--- config.mk ---
export PLATFORM = sky130hd
export DESIGN_NAME = clock_set_ctrl_flat
export DESIGN_NICKNAME = d
export VERILOG_FILES = /design/src/rtl/clock_set_if.sv /design/src/rtl/clock_set_ctrl.sv /design/src/flat_wrapper.sv
export SDC_FILE = /design/constraint.sdc
export NUM_CORES = 1
export LEC_CHECK = 0
export CORE_MARGIN = 2
export CORE_UTILIZATION = 35
export CTS_CLUSTER_DIAMETER = 100
export DETAILED_ROUTE_END_ITERATION = 7
export PLACE_DENSITY = 0.55
export SLEW_MARGIN = 20
export SYNTH_ARGS = -nofsm -noshare
export SYNTH_HDL_FRONTEND = slang
export SYNTH_SLANG_ARGS = --single-unit
--- constraint.sdc ---
create_clock -name clk -period 2.7 [get_ports clk]
set_clock_uncertainty 0.05 [all_clocks]
set_input_delay 0.675 -clock clk [delete_from_list [all_inputs] [get_ports clk]]
set_output_delay 0.675 -clock clk [all_outputs]
set_load 0.02 [all_outputs]
--- src/rtl/clock_set_if.sv ---
// Bus between the button/counter side and clock_set_ctrl.
// Carries the button pulses, the live time, and the controller outputs
// (run enable, load strobe, values to load, state and blink).
//   slave  : the controller (takes i_*, drives o_*)
//   master : the surrounding logic or a testbench (drives i_*, takes o_*)
interface clock_set_if #(
  parameter int unsigned P_SEC_BIT  = 6,
  parameter int unsigned P_MIN_BIT  = 6,
  parameter int unsigned P_HOUR_BIT = 5
);
  logic                  i_btn_mode;
  logic                  i_btn_up;
  logic                  i_btn_down;
  logic [P_SEC_BIT-1:0]  i_sec;
  logic [P_MIN_BIT-1:0]  i_min;
  logic [P_HOUR_BIT-1:0] i_hour;
  logic                  o_run_en;
  logic                  o_load;
  logic [P_SEC_BIT-1:0]  o_set_sec;
  logic [P_MIN_BIT-1:0]  o_set_min;
  logic [P_HOUR_BIT-1:0] o_set_hour;
  logic [1:0]            o_state;
  logic                  o_blink;

  modport slave (
    input  i_btn_mode, i_btn_up, i_btn_down, i_sec, i_min, i_hour,
    output o_run_en, o_load, o_set_sec, o_set_min, o_set_hour, o_state, o_blink
  );

  modport master (
    output i_btn_mode, i_btn_up, i_btn_down, i_sec, i_min, i_hour,
    input  o_run_en, o_load, o_set_sec, o_set_min, o_set_hour, o_state, o_blink
  );
endinterface

--- src/rtl/clock_set_ctrl.sv ---
// Time-setting controller for the clock's counter chain.
// Owns the tick generator run enable and sequences an edit session
// (hour -> minute -> second) driven by debounced button pulses, ending in a
// one-cycle load strobe that writes the edited time into the counters.
// Ports:
//   clk, reset : clock, synchronous active-high reset
//   bus        : clock_set_if.slave
//                  i_btn_mode/up/down  one-cycle button pulses
//                  i_sec/i_min/i_hour  live time
//                  o_run_en            tick generator enable
//                  o_load, o_set_*     load strobe and values to load
//                  o_state             0 RUN, 1 SET_HOUR, 2 SET_MIN, 3 SET_SEC
//                  o_blink             display blink phase (0 in RUN)
module clock_set_ctrl #(
  parameter int unsigned P_SEC_BIT  = 6,
  parameter int unsigned P_MIN_BIT  = 6,
  parameter int unsigned P_HOUR_BIT = 5,
  parameter int unsigned P_TO_BIT   = 32,
  parameter int unsigned P_TIMEOUT  = 1_000_000_000,
  parameter int unsigned P_BLINK    = 50_000_000
) (
  input  logic        clk,
  input  logic        reset,
  clock_set_if.slave  bus
);

  localparam int unsigned SEC_W  = P_SEC_BIT;
  localparam int unsigned MIN_W  = P_MIN_BIT;
  localparam int unsigned HOUR_W = P_HOUR_BIT;
  localparam int unsigned TO_W   = P_TO_BIT;

  localparam logic [1:0] S_RUN      = 2'd0;
  localparam logic [1:0] S_SET_HOUR = 2'd1;
  localparam logic [1:0] S_SET_MIN  = 2'd2;
  localparam logic [1:0] S_SET_SEC  = 2'd3;

  localparam logic [SEC_W-1:0]  SEC_MAX  = SEC_W'(59);
  localparam logic [MIN_W-1:0]  MIN_MAX  = MIN_W'(59);
  localparam logic [HOUR_W-1:0] HOUR_MAX = HOUR_W'(23);
  localparam logic [TO_W-1:0]   TO_LAST  = TO_W'(P_TIMEOUT - 1);
  localparam logic [TO_W-1:0]   BLK_LAST = TO_W'(P_BLINK - 1);

  logic [1:0]        state_q,   state_nxt;
  logic              run_en_q,  run_en_nxt;
  logic              load_q,    load_nxt;
  logic [SEC_W-1:0]  sec_q,     sec_nxt;
  logic [MIN_W-1:0]  min_q,     min_nxt;
  logic [HOUR_W-1:0] hour_q,    hour_nxt;
  logic              blink_q,   blink_nxt;
  logic [TO_W-1:0]   to_cnt_q,  to_cnt_nxt;
  logic [TO_W-1:0]   blk_cnt_q, blk_cnt_nxt;

  // Wrapping increment/decrement; out-of-range captured values snap to 0 / max.
  logic [SEC_W-1:0]  sec_inc,  sec_dec;
  logic [MIN_W-1:0]  min_inc,  min_dec;
  logic [HOUR_W-1:0] hour_inc, hour_dec;

  assign sec_inc  = (sec_q  >= SEC_MAX)  ? '0 : sec_q  + SEC_W'(1);
  assign sec_dec  = (sec_q  == '0 || sec_q  > SEC_MAX)  ? SEC_MAX  : sec_q  - SEC_W'(1);
  assign min_inc  = (min_q  >= MIN_MAX)  ? '0 : min_q  + MIN_W'(1);
  assign min_dec  = (min_q  == '0 || min_q  > MIN_MAX)  ? MIN_MAX  : min_q  - MIN_W'(1);
  assign hour_inc = (hour_q >= HOUR_MAX) ? '0 : hour_q + HOUR_W'(1);
  assign hour_dec = (hour_q == '0 || hour_q > HOUR_MAX) ? HOUR_MAX : hour_q - HOUR_W'(1);

  // State and output registers.
  always_ff @(posedge clk) begin
    if (reset) begin
      state_q   <= S_RUN;
      run_en_q  <= 1'b1;
      load_q    <= 1'b0;
      sec_q     <= '0;
      min_q     <= '0;
      hour_q    <= '0;
      blink_q   <= 1'b0;
      to_cnt_q  <= '0;
      blk_cnt_q <= '0;
    end else begin
      state_q   <= state_nxt;
      run_en_q  <= run_en_nxt;
      load_q    <= load_nxt;
      sec_q     <= sec_nxt;
      min_q     <= min_nxt;
      hour_q    <= hour_nxt;
      blink_q   <= blink_nxt;
      to_cnt_q  <= to_cnt_nxt;
      blk_cnt_q <= blk_cnt_nxt;
    end
  end

  // Next-state and next-output logic.
  always_comb begin
    state_nxt   = state_q;
    run_en_nxt  = run_en_q;
    load_nxt    = 1'b0;
    sec_nxt     = sec_q;
    min_nxt     = min_q;
    hour_nxt    = hour_q;
    blink_nxt   = blink_q;
    to_cnt_nxt  = to_cnt_q;
    blk_cnt_nxt = blk_cnt_q;

    if (state_q == S_RUN) begin
      // run_en rises here, so after a commit it follows o_load by one cycle
      run_en_nxt  = 1'b1;
      blink_nxt   = 1'b0;
      blk_cnt_nxt = '0;
      to_cnt_nxt  = '0;
      if (bus.i_btn_mode) begin
        state_nxt  = S_SET_HOUR;
        run_en_nxt = 1'b0;
        blink_nxt  = 1'b1;
        sec_nxt    = bus.i_sec;
        min_nxt    = bus.i_min;
        hour_nxt   = bus.i_hour;
      end
    end else begin
      run_en_nxt = 1'b0;

      if (blk_cnt_q == BLK_LAST) begin
        blk_cnt_nxt = '0;
        blink_nxt   = ~blink_q;
      end else begin
        blk_cnt_nxt = blk_cnt_q + TO_W'(1);
      end

      if (bus.i_btn_mode) begin
        // mode overrides up/down; advance or commit
        to_cnt_nxt  = '0;
        blk_cnt_nxt = '0;
        if (state_q == S_SET_SEC) begin
          state_nxt = S_RUN;
          load_nxt  = 1'b1;
          blink_nxt = 1'b0;
        end else begin
          state_nxt = state_q + 2'd1;
          blink_nxt = 1'b1;
        end
      end else if (bus.i_btn_up || bus.i_btn_down) begin
        // up+down together is activity only
        to_cnt_nxt = '0;
        if (bus.i_btn_up != bus.i_btn_down) begin
          case (state_q)
            S_SET_HOUR: hour_nxt = bus.i_btn_up ? hour_inc : hour_dec;
            S_SET_MIN:  min_nxt  = bus.i_btn_up ? min_inc  : min_dec;
            default:    sec_nxt  = bus.i_btn_up ? sec_inc  : sec_dec;
          endcase
        end
      end else if (to_cnt_q == TO_LAST) begin
        // idle too long: abandon edits without loading
        state_nxt   = S_RUN;
        run_en_nxt  = 1'b1;
        blink_nxt   = 1'b0;
        blk_cnt_nxt = '0;
        to_cnt_nxt  = '0;
      end else begin
        to_cnt_nxt = to_cnt_q + TO_W'(1);
      end
    end
  end

  assign bus.o_state    = state_q;
  assign bus.o_run_en   = run_en_q;
  assign bus.o_load     = load_q;
  assign bus.o_set_sec  = sec_q;
  assign bus.o_set_min  = min_q;
  assign bus.o_set_hour = hour_q;
  assign bus.o_blink    = blink_q;

endmodule

--- src/flat_wrapper.sv ---
// flat-port wrapper written by rule: the top's interface ports become plain ports
module clock_set_ctrl_flat 
#(
  parameter int unsigned P_SEC_BIT  = 6,
  parameter int unsigned P_MIN_BIT  = 6,
  parameter int unsigned P_HOUR_BIT = 5,
  parameter int unsigned P_TO_BIT   = 32,
  parameter int unsigned P_TIMEOUT  = 1_000_000_000,
  parameter int unsigned P_BLINK    = 50_000_000
)
  (clk, reset, bus_i_btn_mode, bus_i_btn_up, bus_i_btn_down, bus_i_sec, bus_i_min, bus_i_hour, bus_o_run_en, bus_o_load, bus_o_set_sec, bus_o_set_min, bus_o_set_hour, bus_o_state, bus_o_blink);
  clock_set_if #(.P_SEC_BIT(P_SEC_BIT), .P_MIN_BIT(P_MIN_BIT), .P_HOUR_BIT(P_HOUR_BIT)) bus_i ();
  input  logic clk;
  input  logic reset;
  input wire logic [$bits(bus_i.i_btn_mode)-1:0] bus_i_btn_mode;
  input wire logic [$bits(bus_i.i_btn_up)-1:0] bus_i_btn_up;
  input wire logic [$bits(bus_i.i_btn_down)-1:0] bus_i_btn_down;
  input wire logic [$bits(bus_i.i_sec)-1:0] bus_i_sec;
  input wire logic [$bits(bus_i.i_min)-1:0] bus_i_min;
  input wire logic [$bits(bus_i.i_hour)-1:0] bus_i_hour;
  output wire logic [$bits(bus_i.o_run_en)-1:0] bus_o_run_en;
  output wire logic [$bits(bus_i.o_load)-1:0] bus_o_load;
  output wire logic [$bits(bus_i.o_set_sec)-1:0] bus_o_set_sec;
  output wire logic [$bits(bus_i.o_set_min)-1:0] bus_o_set_min;
  output wire logic [$bits(bus_i.o_set_hour)-1:0] bus_o_set_hour;
  output wire logic [$bits(bus_i.o_state)-1:0] bus_o_state;
  output wire logic [$bits(bus_i.o_blink)-1:0] bus_o_blink;
  assign bus_i.i_btn_mode = bus_i_btn_mode;
  assign bus_i.i_btn_up = bus_i_btn_up;
  assign bus_i.i_btn_down = bus_i_btn_down;
  assign bus_i.i_sec = bus_i_sec;
  assign bus_i.i_min = bus_i_min;
  assign bus_i.i_hour = bus_i_hour;
  assign bus_o_run_en = bus_i.o_run_en;
  assign bus_o_load = bus_i.o_load;
  assign bus_o_set_sec = bus_i.o_set_sec;
  assign bus_o_set_min = bus_i.o_set_min;
  assign bus_o_set_hour = bus_i.o_set_hour;
  assign bus_o_state = bus_i.o_state;
  assign bus_o_blink = bus_i.o_blink;
  clock_set_ctrl #(.P_SEC_BIT(P_SEC_BIT), .P_MIN_BIT(P_MIN_BIT), .P_HOUR_BIT(P_HOUR_BIT), .P_TO_BIT(P_TO_BIT), .P_TIMEOUT(P_TIMEOUT), .P_BLINK(P_BLINK)) u_core (.clk(clk), .reset(reset), .bus(bus_i));
endmodule
==> results of run 1 <==
-- power by group --
part	internal (mW)	switching [mW]
registers	1.30	0.0818
clock network	0.709	0.535
logic	0.255	0.286
total	2.27	0.902
-- placed cells by master (no fill, tap or decap), drive strengths merged, types with 3 or more instances in the layout --
cell type	count
a211oi	3
a21oi	32
a221oi	7
a31oi	5
and3	10
and4	10
buf	22
clkbuf	12
clkdlybuf4s50	43
dfxtp	86
ha	16
inv	27
mux2i	3
nand2	36
nand3	30
nand4	24
nor2	85
nor3	20
nor3b	3
nor4	17
o21ai	20
o221ai	4
o31ai	4
or3	5
xnor2	35
xor2	31
-- final timing paths --
kind | startpoint | end | slack [ns]
setup / recovery | bus_i_btn_up | u_core.bus.o_set_sec[2] | 0.09
hold / removal | u_core.to_cnt_q[0] | u_core.to_cnt_q[0] | 0.40
setup reg to reg | u_core.bus.o_state[0] | u_core.bus.o_set_sec[2] | 0.39
hold reg to reg | u_core.to_cnt_q[0] | u_core.to_cnt_q[0] | 0.40
-- flip-flops by register name, summed over array words and instances, names as in the netlist --
name / flops
u_core.bus.o_load: 1
u_core.bus.o_set_min: 6
u_core.bus.o_blink: 1
u_core.blk_cnt_q: 32
u_core.bus.o_run_en: 1
u_core.bus.o_set_hour: 5
u_core.to_cnt_q: 32
u_core.bus.o_set_sec: 6
u_core.bus.o_state: 2
-- kinds of logic after synthesis --
group,synth area share (%)
XOR/XNOR,11.98
buffers and inverters,5.474
adder cells (fa/ha/maj),4.150
flip-flops,35.69
multiplexers,0.6226
AND/OR/NAND/NOR,27.86
AO/OA/AOI/OAI,14.22
-- area by class of cell --
type | count | area share (%)
clock inverters | 4 | 0.5842
inverters | 25 | 1.644
clock buffers | 12 | 4.608
repair buffers | 65 | 10.51
flip-flops and latches | 86 | 29.77
multi-input cells | 446 | 49.07
well taps | 176 | 3.808
-- critical path: stages --
cell	delay (ns)
sky130_fd_sc_hd__clkdlybuf4s50_1	0.51
sky130_fd_sc_hd__clkinv_2	0.07
sky130_fd_sc_hd__ha_1	0.28
sky130_fd_sc_hd__or4b_2	0.60
sky130_fd_sc_hd__a21o_1	0.31
sky130_fd_sc_hd__o41ai_1	0.35
-- layer usage --
layer  routed length, um  share of wire, %  global-route usage, %
met1                6005                51                  23.78
met5                   0                 0                      0
met3                 432               3.7                  2.538
met2                5098                43                  23.81
met4                 208               1.8                  6.897
-- per-stage QoR --
step                utilization [%]  hold slack, ns
detailed placement            41.08          0.3893
global placement              41.08          0.3856
CTS                           43.33          0.4051
finish                        43.33          0.3969
global route                  43.33          0.4281
floorplan                         -          0.3675
==> run metrics, run 1 <==
hold_buf cts=0; number of antenna violations at the first check in global routing=0; WL final=11740 um; die height=121.4 um; Worst-Skew Late Latency=0.35 ns; Filler Cells Inserted=1395; post-synthesis register bit count=86; number of vias in the routed layout=4382; Max IR drop VDD=204.5 uV; total setup buffers inserted after CTS=0; total clock buffers created by CTS=9; Synth Area per Inst=8.120 um2; CP Class=input port to register; Yosys warnings=0; number of hold violations in the final report=0; GPL Wtd Cong=0.8312; fraction of registers with async set or reset after synthesis=0%; Core ar.=13350 um2; non-filler instance count after layout=814; post-detailed-route via-to-cell ratio=5.383; endpoints failing setup=0; leading area contributor after synthesis=sky130_fd_sc_hd__dfxtp_1; Maximum Capacitance Violations=0; Reg2Reg Depth=5; overall power=3.169 mW; syn_nets=632; GR Overflow Total=0; num ports=44; dpl cells=798; row count=42; Initial DRT Pass Iterations=5; portion of the post-synthesis area used by sequential elements=35.69%; CP max FO=9; count leader, synth=sky130_fd_sc_hd__dfxtp_1; via count of the first global-routing pass=3990; type of element launching the critical path=input port; Horiz. Die Dim=121.4 um; footprint of the multi-input gates=2838 um2; most used flip-flop cell after synthesis=sky130_fd_sc_hd__dfxtp_1; commonest cells in the netlist=sky130_fd_sc_hd__dfxtp_1 (86), sky130_fd_sc_hd__nor2_1 (84), sky130_fd_sc_hd__nand2_1 (36); final-report max-slew violation count=0; Synth cell types=62; Clock Tree Root=sky130_fd_sc_hd__clkbuf_16; clock sink count=86; endpoint arrival time on the critical path=2.81 ns; WL/cell=14.43 um; wire length of the first global-routing pass=19600 um; global-route usage over all layers=16.33%; Diodes inserted=0; layout-stage area growth over the synthesis result=19.90%; instance area at placement=5483 um2; clock-pin slew on the worst setup and hold paths=0.07 ns; setup repair after global routing missed its margin=no; post-layout net count=671; number of buffer cells added on primary ports=43; number of remaining DRC errors=0; combined area of all synthesized cells=4823 um2; final cycle utilization of the critical path=96.60%; footprint of the flip-flops and latches=1722 um2; number of cells upsized or downsized after cts=0; number of buffers on the longest clock path=2; Syn Inst Count=594; initial cell density of the core=36.14%; Worst Tran Pin Value=0.5412 ns; Detail Placement HPWL=8265 um; Initial DRC Count=213; Power Dens Cells=548.0 nW/um2; time the worst path needs with I/O delays and setup=2.608 ns; Worst setup EP type=register; setup ws final=0.09175 ns; count of cells along the worst hold path=1; relative slew slack=63.81%; result of the run=finished, final reports clean; CTS H-tree depth=3; TritonCTS clock tree=yes; number of synthesized flops with an enable pin=0; top-area cell type share of the netlist area=35.69%; main area contributors after synthesis=sky130_fd_sc_hd__dfxtp_1 (36%), sky130_fd_sc_hd__nor2_1 (6.5%), sky130_fd_sc_hd__xnor2_1 (6.4%); fin area=5783 um2; DIE AREA=14740 um2; static leakage power=1.928 nW; fraction of final layout cells with drive strength greater than 1=7.210%; required time of the critical path=2.90 ns; Achievable Freq=0.3834 GHz; worst hold path type=register to register; worst slack, placed=-0.2665 ns; post-route setup TNS=0 ns; maximum number of pins on one net before global-route repair=33; ANT nets after route=0
Note: power is estimated with default switching activity, not from simulation.
==> run 2: changes to the inputs <==
- PLACE_DENSITY: 0.55 -> default
==> run 2 against run 1 <==
  * Sequential cell count stayed put
  * Wire length grew 0.40%
  * Sequential power about the same
  * Combinational power fell by 2%
==> run metrics, run 2 (synthesis results as in run 1) <==
result of the run=finished, final reports clean (unchanged); GR Overflow Total=0 (unchanged); Diodes inserted=0 (unchanged); Horiz. Die Dim=121.4 um (unchanged); GPL Wtd Cong=0.8878 (was 0.8312); static leakage power=1.921 nW (was 1.928 nW); final cycle utilization of the critical path=95.28% (was 96.60%); Endpoint, Worst Hold=u_core.to_cnt_q[0] (unchanged); die height=121.4 um (unchanged); layout-stage area growth over the synthesis result=19.97% (was 19.90%); commonest cells after routing, fill and taps aside=sky130_fd_sc_hd__dfxtp_1 (86), sky130_fd_sc_hd__nor2_1 (84), sky130_fd_sc_hd__clkdlybuf4s50_1 (43) (unchanged); global-route usage over all layers=16.53% (was 16.33%); maximum number of pins on one net before global-route repair=33 (unchanged); time the worst path needs with I/O delays and setup=2.573 ns (was 2.608 ns); final-report max-slew violation count=0 (unchanged); WL final=11790 um (was 11740 um); Clock Tree Root=sky130_fd_sc_hd__clkbuf_16 (unchanged); setup repair after global routing missed its margin=no (unchanged); Worst-Skew Late Latency=0.34 ns (was 0.35 ns); worst slack, placed=-0.2706 ns (was -0.2665 ns); endpoints failing setup=0 (unchanged); via count of the first global-routing pass=4260 (was 3990); WL/cell=14.57 um (was 14.43 um); type of element launching the critical path=input port (unchanged); number of antenna violations at the first check in global routing=0 (unchanged); relative slew slack=63.37% (was 63.81%); Maximum Capacitance Violations=0 (unchanged); met3 usage in global routing=3.853% (was 2.538%); number of buffers on the longest clock path=2 (unchanged); CTS H-tree depth=3 (unchanged); post-detailed-route via-to-cell ratio=5.496 (was 5.383); worst hold path type=register to register (unchanged); gr busiest metal=met2 (unchanged); row count=42 (unchanged); number of vias in the routed layout=4446 (was 4382); Max IR drop VDD=273.1 uV (was 204.5 uV); Worst setup EP type=register (unchanged); reg-to-reg startpoint=u_core.bus.o_state[0] (unchanged); post-route setup TNS=0 ns (unchanged); wire length of the first global-routing pass=20070 um (was 19600 um); number of remaining DRC errors=0 (unchanged); number of buffer cells added on primary ports=43 (unchanged); Worst Tran Pin Value=0.5479 ns (was 0.5412 ns); worst reg2reg endpoint=u_core.bus.o_set_sec[2] (unchanged); biggest registers after layout=u_core.blk_cnt_q (32), u_core.to_cnt_q (32) (unchanged); Reg2Reg Depth=5 (unchanged); number of hold violations in the final report=0 (unchanged); Core ar.=13350 um2 (unchanged); Reg2Reg Setup Slack=0.39 ns (about the same); Detail Placement HPWL=8303 um (was 8265 um); ANT nets after route=0 (unchanged); count of cells along the worst hold path=1 (unchanged); Filler Cells Inserted=1319 (was 1395); total clock buffers created by CTS=9 (unchanged); clock-pin slew on the worst setup and hold paths=0.07 ns (about the same); Power Dens Cells=565.1 nW/um2 (was 548.0 nW/um2); CP max FO=9 (unchanged); clock sink count=86 (unchanged); Initial DRT Pass Iterations=6 (was 5); DIE AREA=14740 um2 (unchanged); GR met2 Demand/Resource=26.90% (was 23.81%); TritonCTS clock tree=yes (unchanged); Achievable Freq=0.3887 GHz (was 0.3834 GHz); most common library cell in the layout ignoring fill and taps=sky130_fd_sc_hd__dfxtp_1 (unchanged); initial cell density of the core=36.14% (unchanged); CP Class=input port to register (unchanged); num ports=44 (unchanged); post-layout net count=666 (was 671); hold path startpoint=u_core.to_cnt_q[0] (unchanged); Initial DRC Count=468 (was 213); setup ws final=0.1274 ns (was 0.09175 ns); required time of the critical path=2.89 ns (was 2.90 ns); met1 track utilization from global routing=21.99% (was 23.78%); endpoint arrival time on the critical path=2.76 ns (was 2.81 ns); overall power=3.270 mW (was 3.169 mW); fraction of final layout cells with drive strength greater than 1=6.477% (was 7.210%)
==> run 2: changes by cell type in the layout (fill, tap and decap cells not counted) <==
cell / previous run / this run
sky130_fd_sc_hd__clkinvlp_4: 1 / 0
sky130_fd_sc_hd__clkinv_4: 0 / 1
sky130_fd_sc_hd__clkbuf_1: 0 / 1
sky130_fd_sc_hd__inv_6: 3 / 1
sky130_fd_sc_hd__a21o_1: 2 / 1
sky130_fd_sc_hd__a21o_4: 0 / 1
sky130_fd_sc_hd__buf_4: 21 / 16
sky130_fd_sc_hd__bufinv_16: 0 / 2
sky130_fd_sc_hd__clkbuf_8: 3 / 2
==> run 2: critical path, stage by stage <==
cell and delay, ns:
sky130_fd_sc_hd__clkdlybuf4s50_1 0.50, sky130_fd_sc_hd__clkinv_2 0.07, sky130_fd_sc_hd__ha_1 0.28, sky130_fd_sc_hd__or4b_2 0.64, sky130_fd_sc_hd__a21o_4 0.29, sky130_fd_sc_hd__o41ai_1 0.31
==> run 2: metrics by stage <==
step                util, %  cell area (um2)  std cells  hold slack (ns)
floorplan                 -             4835        594           0.3675
finish                43.35             5787        809           0.3977
CTS                   43.30             5779        809           0.4038
detailed placement    40.79             5445        793           0.3881
global route          43.35             5787        809           0.4308
global placement      40.79             5445        793           0.3789
==> run 2: layout make-up <==
type                            count  area (um2)  area share, %
Multi-Input combinational cell    446        2845          49.17
Sequential cell                    86        1722          29.75
Timing Repair Buffer               60       570.5          9.859
Clock buffer                       12       256.5          4.432
Tap cell                          176       220.2          3.805
Inverter                           25       95.09          1.643
Clock inverter                      4       77.57          1.341
==> run 2: report_power, final <==
part | internal [mW] | switching, mW
registers | 1.30 | 0.0845
clock network | 0.866 | 0.487
logic | 0.249 | 0.281
==> run 2: worst max-delay path by stage <==
| stage | startpoint | endpoint | slack [ns] | cells after the start |
|---|---|---|---|---|
| final | bus_i_btn_up | u_core.bus.o_set_sec[2] | 0.13 | 6 |
| after global routing | bus_i_btn_up | u_core.bus.o_set_sec[4] | 0.002 | 7 |
| after CTS | bus_i_btn_up | u_core.bus.o_set_sec[2] | 0.1 | 6 |
| after detailed placement | bus_i_btn_up | u_core.bus.o_set_sec[2] | -0.27 | 6 |
| after global placement | bus_i_btn_up | u_core.bus.o_set_sec[4] | -0.25 | 7 |
| after floorplan | bus_i_btn_up | u_core.bus.o_set_sec[2] | 0.09 | 7 |
==> run 2: what timing repair did <==
| item | in CTS | in global routing |
|---|---|---|
| resized for setup | 0 | 2 |
| hold buffers | 0 | 0 |
| endpoints found under the setup margin | 0 | 2 |
| endpoints found under the hold margin | 0 | 0 |
| setup buffers | 0 | 0 |
==> run 2: per-layer routing <==
metal  up-vias  wire length [um]
met5         -                 0
met1      2136              5551
met2       103              5647
li1       2199                 -
met4         0               105
met3         8               486
==> run 3: changes to the inputs <==
- CTS_CLUSTER_SIZE: default -> 40
- RECOVER_POWER: default -> 50
==> run 3 against run 2 <==
  * Utilization is 0.21 points lower
  * Non-clock buffer count did not move
  * Register-to-register slack about the same
  * Sequential cell count is the same
  * Sequential share of layout area grew 0.14 points
  * Hold slack hardly changed
  * Wire length about the same
  * Combinational power is 2% lower
  * Critical path type unchanged
  * Largest cell class unchanged
==> run metrics, run 3 (synthesis results as in run 1) <==
result of the run=finished, final reports clean (unchanged); commonest cells after routing, fill and taps aside=sky130_fd_sc_hd__dfxtp_1 (86), sky130_fd_sc_hd__nor2_1 (84), sky130_fd_sc_hd__nand2_1 (36) (was sky130_fd_sc_hd__dfxtp_1 (86), sky130_fd_sc_hd__nor2_1 (84), sky130_fd_sc_hd__clkdlybuf4s50_1 (43)); most common library cell in the layout ignoring fill and taps=sky130_fd_sc_hd__dfxtp_1 (unchanged); Worst Tran Pin Value=0.6171 ns (was 0.5479 ns); DIE AREA=14740 um2 (unchanged); die height=121.4 um (unchanged); GPL Wtd Cong=0.8878 (unchanged); final cycle utilization of the critical path=95.27% (was 95.28%); type of element launching the critical path=input port (unchanged); Max IR drop VDD=273.6 uV (was 273.1 uV); maximum number of pins on one net before global-route repair=33 (unchanged); GR Overflow Total=0 (unchanged); Slowest Stage Delay on Critical Path=0.64 ns (about the same); biggest registers after layout=u_core.blk_cnt_q (32), u_core.to_cnt_q (32) (unchanged); fraction of power consumed by the clock network=41.5% (was 41.4%); cell breakdown of the critical path=clkdlybuf4s50_1, clkinv_2, ha_1, or4b_2, a21o_4, o41ai_1 (unchanged); slowest cell on the critical path=sky130_fd_sc_hd__or4b_2 (unchanged); CP Class=input port to register (unchanged); part of the power in registers=42.6% (was 42.4%); ANT nets after route=0 (unchanged); Horiz. Die Dim=121.4 um (unchanged); Power Dens Cells=565.3 nW/um2 (was 565.1 nW/um2); relative slew slack=58.86% (was 63.37%); time the worst path needs with I/O delays and setup=2.572 ns (was 2.573 ns); number of remaining DRC errors=0 (unchanged); footprint of the flip-flops and latches=1722 um2 (unchanged); fin area=5759 um2 (was 5787 um2); required time of the critical path=2.89 ns (about the same); number of antenna violations at the first check in global routing=0 (unchanged); reg-to-reg startpoint=u_core.bus.o_state[0] (unchanged); Maximum Capacitance Violations=0 (unchanged); Worst setup EP type=register (unchanged); WL/cell=14.56 um (was 14.57 um); CP max FO=9 (unchanged); total setup buffers inserted after CTS=0 (unchanged); Clock Tree Root=sky130_fd_sc_hd__clkbuf_16 (unchanged); worst slack, placed=-0.2706 ns (unchanged); footprint of the multi-input gates=2839 um2 (was 2845 um2); num ports=44 (unchanged); row count=42 (unchanged); endpoints failing setup=0 (unchanged); post-detailed-route via-to-cell ratio=5.481 (was 5.496); number of cells upsized or downsized after cts=0 (unchanged); number of buffer cells added on primary ports=43 (unchanged); total clock buffers created by CTS=9 (unchanged); number of buffers on the longest clock path=2 (unchanged); clock sink count=86 (unchanged); hold_buf cts=0 (unchanged); Sw Ratio=26.10% (was 26.07%); non-filler instance count after layout=809 (unchanged); number of vias in the routed layout=4434 (was 4446); proportion of power drawn by combinational gates=15.9% (was 16.2%); TritonCTS clock tree=yes (unchanged); static leakage power=1.931 nW (was 1.921 nW); instance area at placement=5445 um2 (unchanged); clock-pin slew on the worst setup and hold paths=0.06 ns (was 0.07 ns); post-layout net count=666 (unchanged); setup repair after global routing missed its margin=no (unchanged); dpl cells=793 (unchanged); Filler Cells Inserted=1327 (was 1319); Detail Placement HPWL=8303 um (unchanged); wire length of the first global-routing pass=20070 um (unchanged); WL final=11780 um (was 11790 um); first element of the critical path=bus_i_btn_up (unchanged); hold path startpoint=u_core.to_cnt_q[0] (unchanged); worst hold path type=register to register (unchanged); Initial DRC Count=551 (was 468); Int Power=2.406 mW (was 2.418 mW); endpoint arrival time on the critical path=2.76 ns (about the same); layout-stage area growth over the synthesis result=19.40% (was 19.97%); Worst-Skew Late Latency=0.34 ns (about the same); Core ar.=13350 um2 (unchanged); number of hold violations in the final report=0 (unchanged); fraction of final layout cells with drive strength greater than 1=5.529% (was 6.477%); global-route usage over all layers=16.53% (unchanged); initial cell density of the core=36.14% (unchanged); power dissipated by switching net loads=0.8496 mW (was 0.8526 mW); via count of the first global-routing pass=4260 (unchanged); setup ws final=0.1276 ns (was 0.1274 ns); Diodes inserted=0 (unchanged); Achievable Freq=0.3887 GHz (about the same); final-report max-slew violation count=0 (unchanged); CTS H-tree depth=3 (unchanged); Initial DRT Pass Iterations=5 (was 6)
[run 3: final cells by class]
class | count | share of cell area (%)
clock inverters | 4 | 1.347
flip-flops and latches | 86 | 29.89
repair buffers | 60 | 9.537
inverters | 25 | 1.651
clock buffers | 12 | 4.454
well taps | 176 | 3.824
multi-input cells | 446 | 49.29
[run 3: per-layer routing]
metal  track usage [%]  vias to the layer above  part of all wire (%)  wire [um]
li1                  -                     2203                     -          -
met1             21.99                     2121                    48       5613
met2             26.90                      104                    48       5659
met3             3.853                        6                   3.5        413
met4             4.382                        0                  0.79         93
met5                 0                        -                     0          0
[run 3: path summary, 6_finish.rpt]
check / to / slack, ns / cells after the start
setup / recovery: u_core.bus.o_set_sec[2] / 0.13 / 6
hold / removal: u_core.to_cnt_q[0] / 0.40 / 1
setup reg to reg: u_core.bus.o_set_sec[2] / 0.40 / 5
hold reg to reg: u_core.to_cnt_q[0] / 0.40 / 1
[run 3: critical path, delay by kind of cell]
kind / cells / cell delay, ns
simple gates: 1 / 0.64
compound gates: 2 / 0.59
buf+inv: 2 / 0.57
fa+ha+maj: 1 / 0.28
[run 3: power by group through the flow]
stage | Clock, mW | Sequential, mW | Combinational, mW
global placement | 0 | 1.41 | 0.516
finish | 1.35 | 1.39 | 0.518
floorplan | 0 | 1.40 | 0.337
CTS | 1.39 | 1.39 | 0.526
global route | 1.44 | 1.40 | 0.570
detailed placement | 0 | 1.41 | 0.523
[run 3: stage by stage]
stage               hold slack [ns]  total power, mW  TNS (ns)  util (%)
floorplan                    0.3675            1.739         0         -
global placement             0.3789            1.927    -1.076     40.79
detailed placement           0.3881            1.936    -1.291     40.79
CTS                          0.4038            3.299         0     43.30
global route                 0.4308            3.407         0     43.15
finish                       0.3980            3.256         0     43.15
